### config.mk
export PLATFORM = sky130hd
export DESIGN_NAME = muldiv_ctrl
export DESIGN_NICKNAME = d
export VERILOG_FILES = /design/src/rtl/muldiv_pkg.sv /design/src/rtl/muldiv_iter.sv /design/src/rtl/muldiv_ctrl.sv
export SDC_FILE = /design/constraint.sdc
export NUM_CORES = 1
export LEC_CHECK = 0
export ABC_AREA = 1
export CORE_MARGIN = 1.5
export CORE_UTILIZATION = 45
export CTS_BUF_LIST = sky130_fd_sc_hd__clkbuf_8 sky130_fd_sc_hd__clkbuf_16
export CTS_CLUSTER_DIAMETER = 200
export DETAILED_ROUTE_END_ITERATION = 10
export HOLD_SLACK_MARGIN = 0.15
export PLACE_DENSITY = 0.63
export RECOVER_POWER = 50
export SYNTH_ARGS = -nofsm -noshare
export SYNTH_HDL_FRONTEND = slang
export SYNTH_SLANG_ARGS = --single-unit
### constraint.sdc
create_clock -name clk -period 4.93 [get_ports clk]
set_input_delay 0.7395 -clock clk [delete_from_list [all_inputs] [get_ports clk]]
set_output_delay 0.7395 -clock clk [all_outputs]
set_load 0.1 [all_outputs]
### src/rtl/muldiv_pkg.sv
// rtl/muldiv_pkg.sv - shared function codes, FSM state type and decode helpers for the mul/div unit
package muldiv_pkg;

    localparam logic [5:0] FUNCT_MFHI  = 6'h10;
    localparam logic [5:0] FUNCT_MTHI  = 6'h11;
    localparam logic [5:0] FUNCT_MFLO  = 6'h12;
    localparam logic [5:0] FUNCT_MTLO  = 6'h13;
    localparam logic [5:0] FUNCT_MULT  = 6'h18;
    localparam logic [5:0] FUNCT_MULTU = 6'h19;
    localparam logic [5:0] FUNCT_DIV   = 6'h1A;
    localparam logic [5:0] FUNCT_DIVU  = 6'h1B;

    typedef enum logic [1:0] {
        IDLE,
        RUN,
        FIX
    } muldiv_state_t;

    // Codes that start a multi-cycle operation
    function automatic logic is_muldiv_op(input logic [5:0] fn);
        return (fn == FUNCT_MULT) || (fn == FUNCT_MULTU) ||
               (fn == FUNCT_DIV)  || (fn == FUNCT_DIVU);
    endfunction

    // Every code this unit owns; these must wait while an operation is in flight
    function automatic logic is_unit_op(input logic [5:0] fn);
        return is_muldiv_op(fn) ||
               (fn == FUNCT_MFHI) || (fn == FUNCT_MTHI) ||
               (fn == FUNCT_MFLO) || (fn == FUNCT_MTLO);
    endfunction

endpackage

### src/rtl/muldiv_iter.sv
// rtl/muldiv_iter.sv - one-bit-per-cycle shift-add / restoring-divide datapath over {rem, acc}
module muldiv_iter #(
    parameter int W = 32
) (
    input  logic         clk,
    input  logic         rst_n,
    input  logic         load,
    input  logic         step,
    input  logic         is_div,
    input  logic [W-1:0] a_in,
    input  logic [W-1:0] b_in,
    output logic [W-1:0] rem_o,
    output logic [W-1:0] acc_o
);

    logic [W-1:0] rem;
    logic [W-1:0] acc;
    logic [W-1:0] opb;
    logic [W-1:0] rem_next;
    logic [W-1:0] acc_next;
    logic [W:0]   add_sum;
    logic [W:0]   shifted;
    logic         fits;
    logic [W-1:0] diff;

    assign add_sum = {1'b0, rem} + {1'b0, opb};
    assign shifted = {rem, acc[W-1]};
    assign fits    = shifted >= {1'b0, opb};
    // When the divisor fits, the difference is below the divisor so W bits hold it exactly
    assign diff    = shifted[W-1:0] - opb;

    // Single iteration: multiply shifts the running product right, divide shifts the dividend left
    always_comb begin
        rem_next = rem;
        acc_next = acc;
        if (is_div) begin
            if (fits) begin
                rem_next = diff;
                acc_next = {acc[W-2:0], 1'b1};
            end else begin
                rem_next = shifted[W-1:0];
                acc_next = {acc[W-2:0], 1'b0};
            end
        end else begin
            if (acc[0]) begin
                rem_next = add_sum[W:1];
                acc_next = {add_sum[0], acc[W-1:1]};
            end else begin
                rem_next = {1'b0, rem[W-1:1]};
                acc_next = {rem[0], acc[W-1:1]};
            end
        end
    end

    // Working registers: load operands on accept, advance one bit per step
    always_ff @(posedge clk or negedge rst_n) begin
        if (!rst_n) begin
            rem <= '0;
            acc <= '0;
            opb <= '0;
        end else if (load) begin
            rem <= '0;
            acc <= a_in;
            opb <= b_in;
        end else if (step) begin
            rem <= rem_next;
            acc <= acc_next;
        end
    end

    assign rem_o = rem;
    assign acc_o = acc;

endmodule

### src/rtl/muldiv_ctrl.sv
// rtl/muldiv_ctrl.sv - mul/div sequencer with sign fix-up, HI/LO ownership and pipeline stall
module muldiv_ctrl
    import muldiv_pkg::*;
#(
    parameter int DATA_WIDTH = 32
) (
    input  logic                  clk,
    input  logic                  rst_n,
    input  logic                  valid_i,
    input  logic [5:0]            fncode_i,
    input  logic [DATA_WIDTH-1:0] op_a_i,
    input  logic [DATA_WIDTH-1:0] op_b_i,
    output logic                  stall_o,
    output logic                  busy_o,
    output logic [DATA_WIDTH-1:0] mf_data_o,
    output logic [DATA_WIDTH-1:0] hi_o,
    output logic [DATA_WIDTH-1:0] lo_o
);

    localparam int CW = $clog2(DATA_WIDTH);

    muldiv_state_t         state;
    muldiv_state_t         state_next;
    logic [CW-1:0]         count;
    logic                  is_div;
    logic                  neg_q;
    logic                  neg_r;
    logic                  b_zero;
    logic [DATA_WIDTH-1:0] a_raw;
    logic [DATA_WIDTH-1:0] hi;
    logic [DATA_WIDTH-1:0] lo;

    logic                  accept;
    logic                  signed_op;
    logic                  sign_a;
    logic                  sign_b;
    logic [DATA_WIDTH-1:0] a_mag;
    logic [DATA_WIDTH-1:0] b_mag;
    logic [DATA_WIDTH-1:0] rem;
    logic [DATA_WIDTH-1:0] acc;
    logic [2*DATA_WIDTH-1:0] prod;
    logic [2*DATA_WIDTH-1:0] prod_fix;
    logic [DATA_WIDTH-1:0] quo_fix;
    logic [DATA_WIDTH-1:0] rem_fix;
    logic                  idle_valid;

    assign busy_o     = (state != IDLE);
    assign idle_valid = valid_i && !busy_o;
    assign accept     = idle_valid && is_muldiv_op(fncode_i);
    assign stall_o    = valid_i && busy_o && is_unit_op(fncode_i);

    assign signed_op = (fncode_i == FUNCT_MULT) || (fncode_i == FUNCT_DIV);
    assign sign_a    = signed_op && op_a_i[DATA_WIDTH-1];
    assign sign_b    = signed_op && op_b_i[DATA_WIDTH-1];
    assign a_mag     = sign_a ? -op_a_i : op_a_i;
    assign b_mag     = sign_b ? -op_b_i : op_b_i;

    muldiv_iter #(.W(DATA_WIDTH)) u_iter (
        .clk    (clk),
        .rst_n  (rst_n),
        .load   (accept),
        .step   (state == RUN),
        .is_div (is_div),
        .a_in   (a_mag),
        .b_in   (b_mag),
        .rem_o  (rem),
        .acc_o  (acc)
    );

    assign prod     = {rem, acc};
    assign prod_fix = neg_q ? -prod : prod;
    assign quo_fix  = neg_q ? -acc : acc;
    assign rem_fix  = neg_r ? -rem : rem;

    // State register
    always_ff @(posedge clk or negedge rst_n) begin
        if (!rst_n) state <= IDLE;
        else        state <= state_next;
    end

    // Next state: accept in IDLE, run DATA_WIDTH iterations, one fix-up cycle
    always_comb begin
        state_next = state;
        case (state)
            IDLE:    if (accept) state_next = RUN;
            RUN:     if (count == CW'(DATA_WIDTH - 1)) state_next = FIX;
            FIX:     state_next = IDLE;
            default: state_next = IDLE;
        endcase
    end

    // Iteration counter and per-operation flags latched at accept
    always_ff @(posedge clk or negedge rst_n) begin
        if (!rst_n) begin
            count  <= '0;
            is_div <= 1'b0;
            neg_q  <= 1'b0;
            neg_r  <= 1'b0;
            b_zero <= 1'b0;
            a_raw  <= '0;
        end else if (accept) begin
            count  <= '0;
            is_div <= (fncode_i == FUNCT_DIV) || (fncode_i == FUNCT_DIVU);
            neg_q  <= sign_a ^ sign_b;
            neg_r  <= sign_a;
            b_zero <= (op_b_i == '0);
            a_raw  <= op_a_i;
        end else if (state == RUN) begin
            count  <= count + 1'b1;
        end
    end

    // HI/LO commit: result at FIX, or direct moves when idle
    always_ff @(posedge clk or negedge rst_n) begin
        if (!rst_n) begin
            hi <= '0;
            lo <= '0;
        end else if (state == FIX) begin
            if (!is_div) begin
                {hi, lo} <= prod_fix;
            end else if (b_zero) begin
                hi <= a_raw;
                lo <= '1;
            end else begin
                hi <= rem_fix;
                lo <= quo_fix;
            end
        end else if (idle_valid && fncode_i == FUNCT_MTHI) begin
            hi <= op_a_i;
        end else if (idle_valid && fncode_i == FUNCT_MTLO) begin
            lo <= op_a_i;
        end
    end

    // Move-from read port: committed register only while idle
    always_comb begin
        mf_data_o = '0;
        if (idle_valid && fncode_i == FUNCT_MFHI) mf_data_o = hi;
        if (idle_valid && fncode_i == FUNCT_MFLO) mf_data_o = lo;
    end

    assign hi_o = hi;
    assign lo_o = lo;

endmodule

# Word level (Yosys, flattened, before mapping)
# Cells that the tools add are included.
[totals] romBits=0 n_memories=0 in_bits=73 reg_bits=203 output_inout_bits=98 word_cells=95 latch_bits=0 ram_bits=0
[op_classes] n_eq_ne=14 n_div=0 n_mux=31 magnitude_cmp=1 reduce_logical=28 mul=0 n_bitwise=1 addsub=8 n_shift=0
[ops] cell="$mux 32" n=24
[ops] cell="$neg 32->32" n=4
[ops] cell="$mux 64" n=1
[ops] cell="$neg 64->64" n=1
[ops] cell="$eq 6x5->1 const B" n=8
[ops] cell="$add 32x32->33" n=1
[ops] cell="$ge 33x32->1" n=1
[ops] cell="$logic_not 32->1" n=1
[ops] cell="$sub 32x32->32" n=1
[ops] cell="$logic_and 1x1->1" n=10
[ops] cell="$mux 5" n=2
[ops] cell="$logic_or 1x1->1" n=9
[ops] cell="$reduce_bool 2->1" n=4
[ops] cell="$ne 2x2->1 const B" n=3
[ops] cell="$add 5x1->5 const B" n=1
[ops] cell="$eq 5x5->1 const B" n=1
[ops] cell="$mux 2" n=2
[ops] cell="$pmux 2 s2" n=1
[ops] cell="$reduce_and 2->1" n=2
[ops] cell="$eq 2x1->1 const B" n=1
[ops] cell="$eq 2x2->1 const B" n=1
[ops] cell="$logic_not 2->1" n=1
[ops] cell="$logic_not 1->1" n=1
[ops] cell="$mux 1" n=1
[ops] cell="$xor 1x1->1" n=1

# Logic depth before layout (Yosys ltp)
# Gate-level depths: netlist of run 1.
[logic_depth] depth_word=9 ltp_mapped=18 mapped_depth_nobuf=17

# By module
# Synthesis of run 1 repeated with hierarchy kept, for this count alone.
[hier_totals] cells_unflattened=3470 hier_area_um2=20325.7
[modules_own_cells] module="muldiv_ctrl" seq_area_each_um2=2677.6 area_per_inst_um2=10284.9 n_inst=1 cells_per_inst=1752
[modules_own_cells] module="muldiv_iter" seq_area_each_um2=2402.3 area_per_inst_um2=10040.9 n_inst=1 cells_per_inst=1718

# Worst setup path after synthesis of run 1
# Ideal clock, no wire load.
[synth_timing] path_type="flip-flop to output port" from="register state[1]" to="output port mf_data_o[10]" setup_slack_ns=0.317 path_stages_with_launch=9 path_buffers=1 arrival_time_ns=3.874 required_ns=4.191 path_cell_list="dfrtp_1 inv_1 nand2_2 nor2_4 inv_2 nor3_4 nand4_1 clkbuf_1 o21ai_0"
[synth_via] elab_chain_len=6 word_cells_on_any_way=7 cone_classes="mux (2); reduce/logical (5)"
[synth_lines] element="from (decl)" line="muldiv_ctrl.sv:22" rtl="muldiv_state_t state;"
[synth_lines] element="from (signal assigned)" line="muldiv_ctrl.sv:78" rtl="else state <= state_next;"
[synth_lines] element="$reduce_bool 2->1 *" line="muldiv_ctrl.sv:47" rtl="assign busy_o = (state != IDLE);"
[synth_lines] element="net busy_o" line="muldiv_ctrl.sv:14" rtl="output logic busy_o,"
[synth_lines] element="$logic_not 1->1 *" line="muldiv_ctrl.sv:48" rtl="assign idle_valid = valid_i && !busy_o;"
[synth_lines] element="$logic_and 1x1->1 *" line="muldiv_ctrl.sv:48"
[synth_lines] element="$logic_and 1x1->1" line="muldiv_ctrl.sv:138" rtl="if (idle_valid && fncode_i == FUNCT_MFHI) mf_data_o = hi;"
[synth_lines] element="$mux 32" line="muldiv_ctrl.sv:138"
[synth_lines] element="$mux 32 *" line="muldiv_ctrl.sv:139" rtl="if (idle_valid && fncode_i == FUNCT_MFLO) mf_data_o = lo;"
[synth_lines] element="to (decl)" line="muldiv_ctrl.sv:15" rtl="output logic [DATA_WIDTH-1:0] mf_data_o,"
# Mark *: on every way through the listed nets, which the timed path passes. The rest lies on a longest branch.

# Worst setup path after layout of run 1
[layout_timing] from="input port valid_i" to="register b_zero"
[layout_via] elab_chain_len=2
[layout_lines] element="from (decl)" line="muldiv_ctrl.sv:9" rtl="input logic valid_i,"
[layout_lines] element="$logic_and 1x1->1" line="muldiv_ctrl.sv:48"
[layout_lines] element="$logic_and 1x1->1" line="muldiv_ctrl.sv:49" rtl="assign accept = idle_valid && is_muldiv_op(fncode_i);"
[layout_lines] element="to (signal assigned)" line="muldiv_ctrl.sv:106" rtl="b_zero <= (op_b_i == '0);"
[layout_lines] element="to (decl)" line="muldiv_ctrl.sv:28" rtl="logic b_zero;"
# No other way between the ends.
# A chain may end at the register's enable or synchronous reset.

==> results of run 1 <==
## kinds of logic (layout without fill, tap and decap cells)
family | after synthesis | in the layout | synth area share [%]
AOI/OAI and AO/OA | 595 | 595 | 16.0
xor gates and xnor gates | 50 | 50 | 2.17
DFF | 203 | 203 | 25.1
and+or+nand+nor | 1886 | 1886 | 39.6
adders and majority gates | 72 | 72 | 4.53
buffers and inverters | 656 | 782 | 12.6
## worst max-delay path by stage
stage / slack, ns / from / to / depth (start not counted)
3_5_place_dp: 1.10 / fncode_i[4] / mf_data_o[10] / 10
5_1_grt: 0.48 / valid_i / b_zero / 11
2_1_floorplan: 0.32 / state[1] / mf_data_o[10] / 8
3_3_place_gp: 1.17 / fncode_i[4] / mf_data_o[7] / 10
6_report: 0.77 / valid_i / b_zero / 11
4_1_cts: 1.10 / fncode_i[4] / mf_data_o[10] / 10
## power by group through the flow
stage          logic (mW)  clock network [mW]  registers (mW)
2_1_floorplan        7.58                   0            4.56
3_3_place_gp         12.6                   0            3.56
3_5_place_dp         12.7                   0            3.58
4_1_cts              12.8                2.30            3.57
5_1_grt              14.2                2.36            3.69
6_report             13.1                2.29            3.66
## sequential cells by signal (all words and copies together), names as in the netlist
signal        count
a_raw            32
b_zero            1
count             5
hi_o             32
is_div            1
lo_o             32
neg_q             1
neg_r             1
state             2
u_iter.acc_o     32
u_iter.opb       32
u_iter.rem_o     32
## per-stage QoR
step                      hold WS [ns]  power (mW)
after floorplan                  0.426        12.1
after global placement           0.441        16.2
after detailed placement         0.452        16.3
after CTS                        0.284        18.6
after global routing             0.477        20.3
final                            0.460        19.0
## cell usage after synthesis (all sizes together) (5+ instances only)
master / instances / area share [%]
xor2: 34 / 1.5
nand3b: 17 / 0.63
nor3: 37 / 1.0
ha: 70 / 4.3
o31ai: 6 / 0.22
dfrtp: 203 / 25
o21bai: 7 / 0.26
o211ai: 26 / 0.97
or2: 5 / 0.15
buf: 53 / 1.4
a31oi: 25 / 0.77
xnor2: 16 / 0.69
a21oi: 195 / 4.8
nor4: 8 / 0.35
inv: 519 / 9.6
nor2: 391 / 7.8
nand2: 1063 / 20
a221oi: 5 / 0.22
and2: 5 / 0.15
clkbuf: 81 / 1.5
and3: 6 / 0.19
nand3: 294 / 7.3
o21ai: 283 / 7.1
o22ai: 31 / 0.96
nand4: 58 / 1.9
## final cells by class
class / instances / area, sq um
inverters: 522 / 1960
well taps: 592 / 741
clock inverters: 17 / 263
multi-input cells: 2603 / 12600
fillers: 4617 / 20600
repair buffers: 210 / 2310
flip-flops and latches: 203 / 5080
clock buffers: 33 / 758
## placed cells by master (no fill, tap or decap), types with 9 or more instances in the layout
master / n
o21ai_1: 36
nand3_1: 292
xor2_1: 34
o211ai_1: 26
inv_1: 508
xnor2_1: 16
ha_1: 70
buf_4: 34
nand2_1: 1048
nand2_2: 11
nand4_1: 57
clkbuf_16: 27
buf_12: 33
dfrtp_1: 201
a31oi_1: 25
nor2_1: 369
o21ai_0: 245
nor3_1: 35
nor2_2: 12
nand3b_1: 17
clkdlybuf4s50_1: 137
nor2_4: 9
a21oi_1: 195
o22ai_1: 31
inv_2: 19
## layer usage
metal / GRT usage (%) / vias to the layer above / part of all wire (%)
met3: 8.38 / 161 / 11
met1: 55.3 / 11400 / 44
met4: 10.1 / 0 / 2.9
li1: - / 11400 / -
met2: 55.7 / 1402 / 42
met5: 0 / - / 0
==> out/qor.csv, run 1 <==
stage,metric,value,unit
synth,#FFs+latches synth,203,
layout,layout net count,3712,
power_and_ir_drop,NetSw,11.5,mW
power_and_ir_drop,Cell Pwr Density,802,nW/um^2
synth,Main synth FF type,dfrtp_1,
timing,Pins Over Slew Limit,184,
worst_hold_path,Hold Path Class,flip-flop to flip-flop,
power_and_ir_drop,Comb pwr share,68.8,%
timing,final setup TNS,0,ns
placement,PortBufs,170,
setup_path,Critical Path RT,5.38,ns
setup_path,crit-path cells,"clkdlybuf4s50_1, inv_1, nor2_4, clkbuf_1, nand2_4, inv_2, clkbuf_1, nand3_1, nor3_1, nand2_1, o21ai_0",
routing,DR WL/cell,21.3,um
power_and_ir_drop,Leak,12.0,nW
clocking,TritonCTS clock tree,built,
global_routing,vias in the first global route,22000,
layout,n_diodes,0,
setup_path,CP startpoint kind,primary input,
synth,Post-synth EDFFs,0,
clocking,Clock Tree Buf Depth,3,
timing,RSZ-0062 raised after global routing,no,
timing,Final Hold Viols,0,
clocking,postcts setup bufs,0,
setup_path,Crit path top cell by count,clkbuf_1,
setup_path,worst-path maximum fanout,34,
flow_run,maxcap violations,3,
routing,DR DRC count,0,
run_status,status,"finished, violations left",
routing,Routed WL,89200,um
power_and_ir_drop,clock power share,12.0,%
global_routing,largest net degree at the start of global routing,102,
clocking,cts repair resizes,0,
placement,placed cell count,4130,
setup_path,R2R setup slack,0.88,ns
floorplanning,I/O pin total,171,
timing,actual slew at the worst max-slew pin,2.78,ns
global_routing,antenna violations before repair,0,
clocking,cts bufs inserted,27,
setup_path,worst path bufs/invs,5,
clocking,number of hold buffers added after cts,0,
synth,Yosys warnings,0,
clocking,root buf cell,clkbuf_16,
floorplanning,Starting Density,45.6,%
setup_path,worst reg-to-reg path cell count,11,
worst_hold_path,worst hold start,count[3],
clocking,Worst-Skew Late Latency,0.58,ns
timing,PnR worst setup slack,0.771,ns
timing,period utilization,84.4,%
layout,proportion of layout cells with a drive suffix above 1,5.21,%
layout,final non-filler cell total,4180,
clocking,"Reg clk slew, reported paths",0.06,ns
timing,"Setup violations, final",0,
global_routing,grt ovf,0,
setup_path,WP data arrival,4.61,ns
setup_path,crit path max-delay cell type,clkbuf_1,
setup_path,crit-path max cell delay,1.31,ns
routing,via count,24300,
synth,"Seq/Total Area, Yosys",25.1,%
placement,placed wire-length estimate,69100,um
floorplanning,die area,46200,sq um
timing,clk_skew,0.0290,ns
routing,Starting DRT DRC Count,3051,
power_and_ir_drop,peak supply drop,611,uV
layout,Final Core Density,53.5,%
floorplanning,core area,44300,sq um
power_and_ir_drop,internal power,7.57,mW
power_and_ir_drop,sequential share of power,19.2,%
placement,placed instance area,22700,sq um
timing,Slew HR,-85.5,%
worst_hold_path,Worst Hold Path Cells,1,
placement,post-place setup slack,1.10,ns
synth,"Distinct cells, synth",58,
synth,Syn Area/Cell,5.84,sq um
timing,fmax,0.240,GHz
placement,RD Place Congestion,1.04,
synth,asr flop ratio synth,100,%
setup_path,Critical R2R Launch,state[1],
synth,Cells after Synth,3462,
synth,Post-Syn Area,20200,sq um
setup_path,crit path capture type,flip-flop,
run_status,failing checks,"max-capacitance violations, max-slew violations",
power_and_ir_drop,Sw Share,60.2,%
floorplanning,Die Ht,215,um
floorplanning,Rows,77,
setup_path,Crit path max-delay family,buffers and inverters,
layout,Layout area overhead,17.4,%
routing,TritonRoute pass-1 iters,6,
setup_path,crit path kind,primary input to flip-flop,
setup_path,FF-to-FF End,b_zero,
worst_hold_path,WHS Endpoint,count[3],
floorplanning,Die Wd,215,um
routing,Via density,5.81,
clocking,htree depth,1,
layout,fin area,23700,sq um
global_routing,GRT Total Usage,37.8,%
routing,post-route ant nets,0,
global_routing,first-pass GRT wire length,135000,um
timing,Final min period,4.16,ns
synth,"Net Count, Synth",3607,
clocking,clock sinks,203,
Power figures use the tool's default switching activity.
==> inputs of run 2 (changes only) <==
- PLACE_DENSITY: 0.63 -> 0.65
- clock period: 4.93 -> 3.8 ns (I/O delays scaled with it)
==> run 2 against run 1 <==
Clock power grew 10%. Sequential power is 20% higher. Die area unchanged. Critical path depth grew 1. The flow still finishes with violations (max-capacitance violations, max-slew violations). Hold slack better by 0.011 ns. Global-route usage grew 0.28 points. Clock skew barely moved.
==> out/qor.csv, run 2 (synthesis results as in run 1) <==
stage,metric,value,unit,change
run_status,status,"finished, violations left",,
run_status,failing checks,"max-capacitance violations, max-slew violations",,
setup_path,crit-path max cell delay,0.80,ns,-0.51 ns
routing,Starting DRT DRC Count,3020,,-1.0%
timing,actual slew at the worst max-slew pin,1.92,ns,-0.859 ns
setup_path,crit-path cells,"inv_1, nand2_1, nor2_1, buf_4, nand2_1, inv_1, nor2_4, clkbuf_2, a31oi_1, nand3_1, o21ai_0, inv_1",,
flow_run,maxcap violations,1,,-2
timing,Final min period,3.49,ns,
timing,RSZ-0062 raised after global routing,no,,
layout,"most common cell after layout, fill and taps aside",nand2_1,,
global_routing,GRT Total Usage,38.1,%,+0.28 points
setup_path,crit path max-delay cell type,clkbuf_2,,
setup_path,WP data arrival,3.95,ns,-0.66 ns
clocking,TritonCTS clock tree,built,,
timing,"Setup violations, final",0,,unchanged
placement,post-place setup slack,0.551,ns,-0.553 ns
clocking,clock sinks,203,,unchanged
layout,Multi-input gate area,12600,sq um,-0.14%
power_and_ir_drop,Comb pwr share,71.5,%,+2.7 points
routing,via count,24300,,+0.095%
clocking,htree depth,1,,unchanged
global_routing,vias in the first global route,22200,,+0.66%
layout,# fillers,4670,,+1.1%
setup_path,Critical Path RT,4.26,ns,-1.12 ns
layout,final non-filler cell total,4193,,+0.31%
setup_path,crit path kind,flip-flop to flip-flop,,
layout,"commonest cells after routing, fill and taps aside","nand2_1, inv_1, nor2_1, nand3_1, o21ai_0",,
routing,Via density,5.80,,-0.22%
floorplanning,die area,46200,sq um,unchanged
placement,RD Place Congestion,1.05,,+1.2%
timing,Slew HR,-28.2,%,+57 points
layout,fin area,23700,sq um,-0.14%
power_and_ir_drop,Leak,12.0,nW,about the same
layout,proportion of layout cells with a drive suffix above 1,5.53,%,+0.32 points
placement,PortBufs,170,,unchanged
clocking,Worst-Skew Late Latency,0.57,ns,about the same
floorplanning,Die Wd,215,um,unchanged
timing,fmax,0.286,GHz,
global_routing,first-pass GRT wire length,136000,um,+0.80%
timing,Final Hold Viols,0,,unchanged
power_and_ir_drop,Cell Pwr Density,1030,nW/um^2,+28%
clocking,cts bufs inserted,26,,-3.7%
clocking,cts repair resizes,0,,unchanged
routing,DR WL/cell,21.4,um,+0.23%
floorplanning,Rows,77,,unchanged
power_and_ir_drop,internal power,9.53,mW,+26%
floorplanning,I/O pin total,171,,unchanged
power_and_ir_drop,clock power share,10.4,%,-1.6 points
timing,Pins Over Slew Limit,66,,-64%
placement,placed instance area,22900,sq um,+0.72%
setup_path,worst-path maximum fanout,45,,+32%
routing,post-route ant nets,0,,unchanged
timing,period utilization,92.0,%,
layout,Layout area overhead,17.2,%,
setup_path,CP startpoint kind,flip-flop,,
power_and_ir_drop,peak supply drop,715,uV,+17%
worst_hold_path,Hold Path Class,flip-flop to flip-flop,,
layout,Seq. cell area,5080,sq um,unchanged
global_routing,largest net degree at the start of global routing,101,,-0.98%
clocking,Clock Tree Buf Depth,3,,unchanged
setup_path,Crit path top cell by count,inv_1,,
timing,PnR worst setup slack,0.306,ns,-0.466 ns
layout,layout net count,3729,,+0.46%
global_routing,grt ovf,0,,unchanged
floorplanning,Die Ht,215,um,unchanged
routing,TritonRoute pass-1 iters,7,,+1
placement,placed wire-length estimate,70100,um,+1.3%
power_and_ir_drop,NetSw,14.8,mW,+29%
power_and_ir_drop,sequential share of power,18.1,%,-1.1 points
routing,DR DRC count,0,,unchanged
global_routing,antenna violations before repair,0,,unchanged
clocking,"Reg clk slew, reported paths",0.06,ns,about the same
clocking,root buf cell,clkbuf_16,,
placement,placed cell count,4147,,+0.41%
setup_path,crit path capture type,flip-flop,,
floorplanning,Starting Density,45.6,%,unchanged
power_and_ir_drop,Sw Share,60.8,%,+0.56 points
timing,Hold Slack,0.471,ns,+0.0109 ns
timing,clk_skew,0.0288,ns,-0.000199 ns
routing,Routed WL,89700,um,+0.54%
floorplanning,core area,44300,sq um,unchanged
## run 2: cell count changes in the layout (fill, tap and decap cells not counted), sizes merged
cell           change
clkbuf             -5
clkinv             +5
diode              +1
bufinv             -5
clkinvlp           +2
buf               +19
inv                -4
dlygate4sd3        +1
clkdlybuf4s50      -1
## run 2: power by group through the flow
stage / registers [mW] / logic (mW) / clock network, mW
5_1_grt: 4.47 / 18.8 / 2.62
3_5_place_dp: 4.36 / 16.9 / 0
6_report: 4.40 / 17.4 / 2.53
2_1_floorplan: 5.91 / 9.84 / 0
4_1_cts: 4.32 / 16.9 / 2.54
3_3_place_gp: 4.33 / 16.7 / 0
## run 2: worst paths after layout
| check | from | to | slack [ns] | cells past startpoint |
|---|---|---|---|---|
| max | state[1] | u_iter.acc_o[28] | 0.31 | 12 |
| min | count[3] | count[3] | 0.47 | 1 |
| max reg2reg | state[1] | u_iter.acc_o[28] | 0.31 | 12 |
| min reg2reg | count[3] | count[3] | 0.47 | 1 |
| max in group asynchronous | rst_n | u_iter.acc_o[11] | 0.80 | 3 |
| min in group asynchronous | rst_n | lo_o[6] | 1.06 | 2 |
## run 2: stage by stage
step,power (mW),util [%],setup TNS (ns)
2_1_floorplan,15.7,-,-10.56
5_1_grt,25.9,53.5,0
3_3_place_gp,21.0,51.7,0
6_report,24.3,53.5,0
3_5_place_dp,21.2,51.7,0
4_1_cts,23.8,53.6,0
## run 2: layout make-up
type | instances | area share, %
Clock inverter | 15 | 0.549
Antenna cell | 1 | 0.0106
Multi-Input combinational cell | 2603 | 53.1
Inverter | 522 | 8.27
Timing Repair Buffer | 228 | 10.5
Tap cell | 592 | 3.13
Sequential cell | 203 | 21.5
Clock buffer | 29 | 2.97
## run 2: critical path, delay by kind of cell (launching register included)
kind | cells | cell delay (ns)
AND/OR/NAND/NOR | 5 | 0.78
AO/OA/AOI/OAI | 2 | 0.64
buffers and inverters | 5 | 1.57
flip-flops | 1 | 0.37
## run 2: layer usage
metal,global-route usage [%],vias to the layer above,share of wire [%]
met1,55.0,11400,44
met2,55.0,1362,41
met4,12.8,2,3.6
met5,2.29,-,0.16
met3,9.14,194,12
li1,-,11400,-
## run 2: repair_timing
item,4_1_cts,5_1_grt
buffers inserted,0,0
hold buffers,1,0
endpoints found under the hold margin,64,0
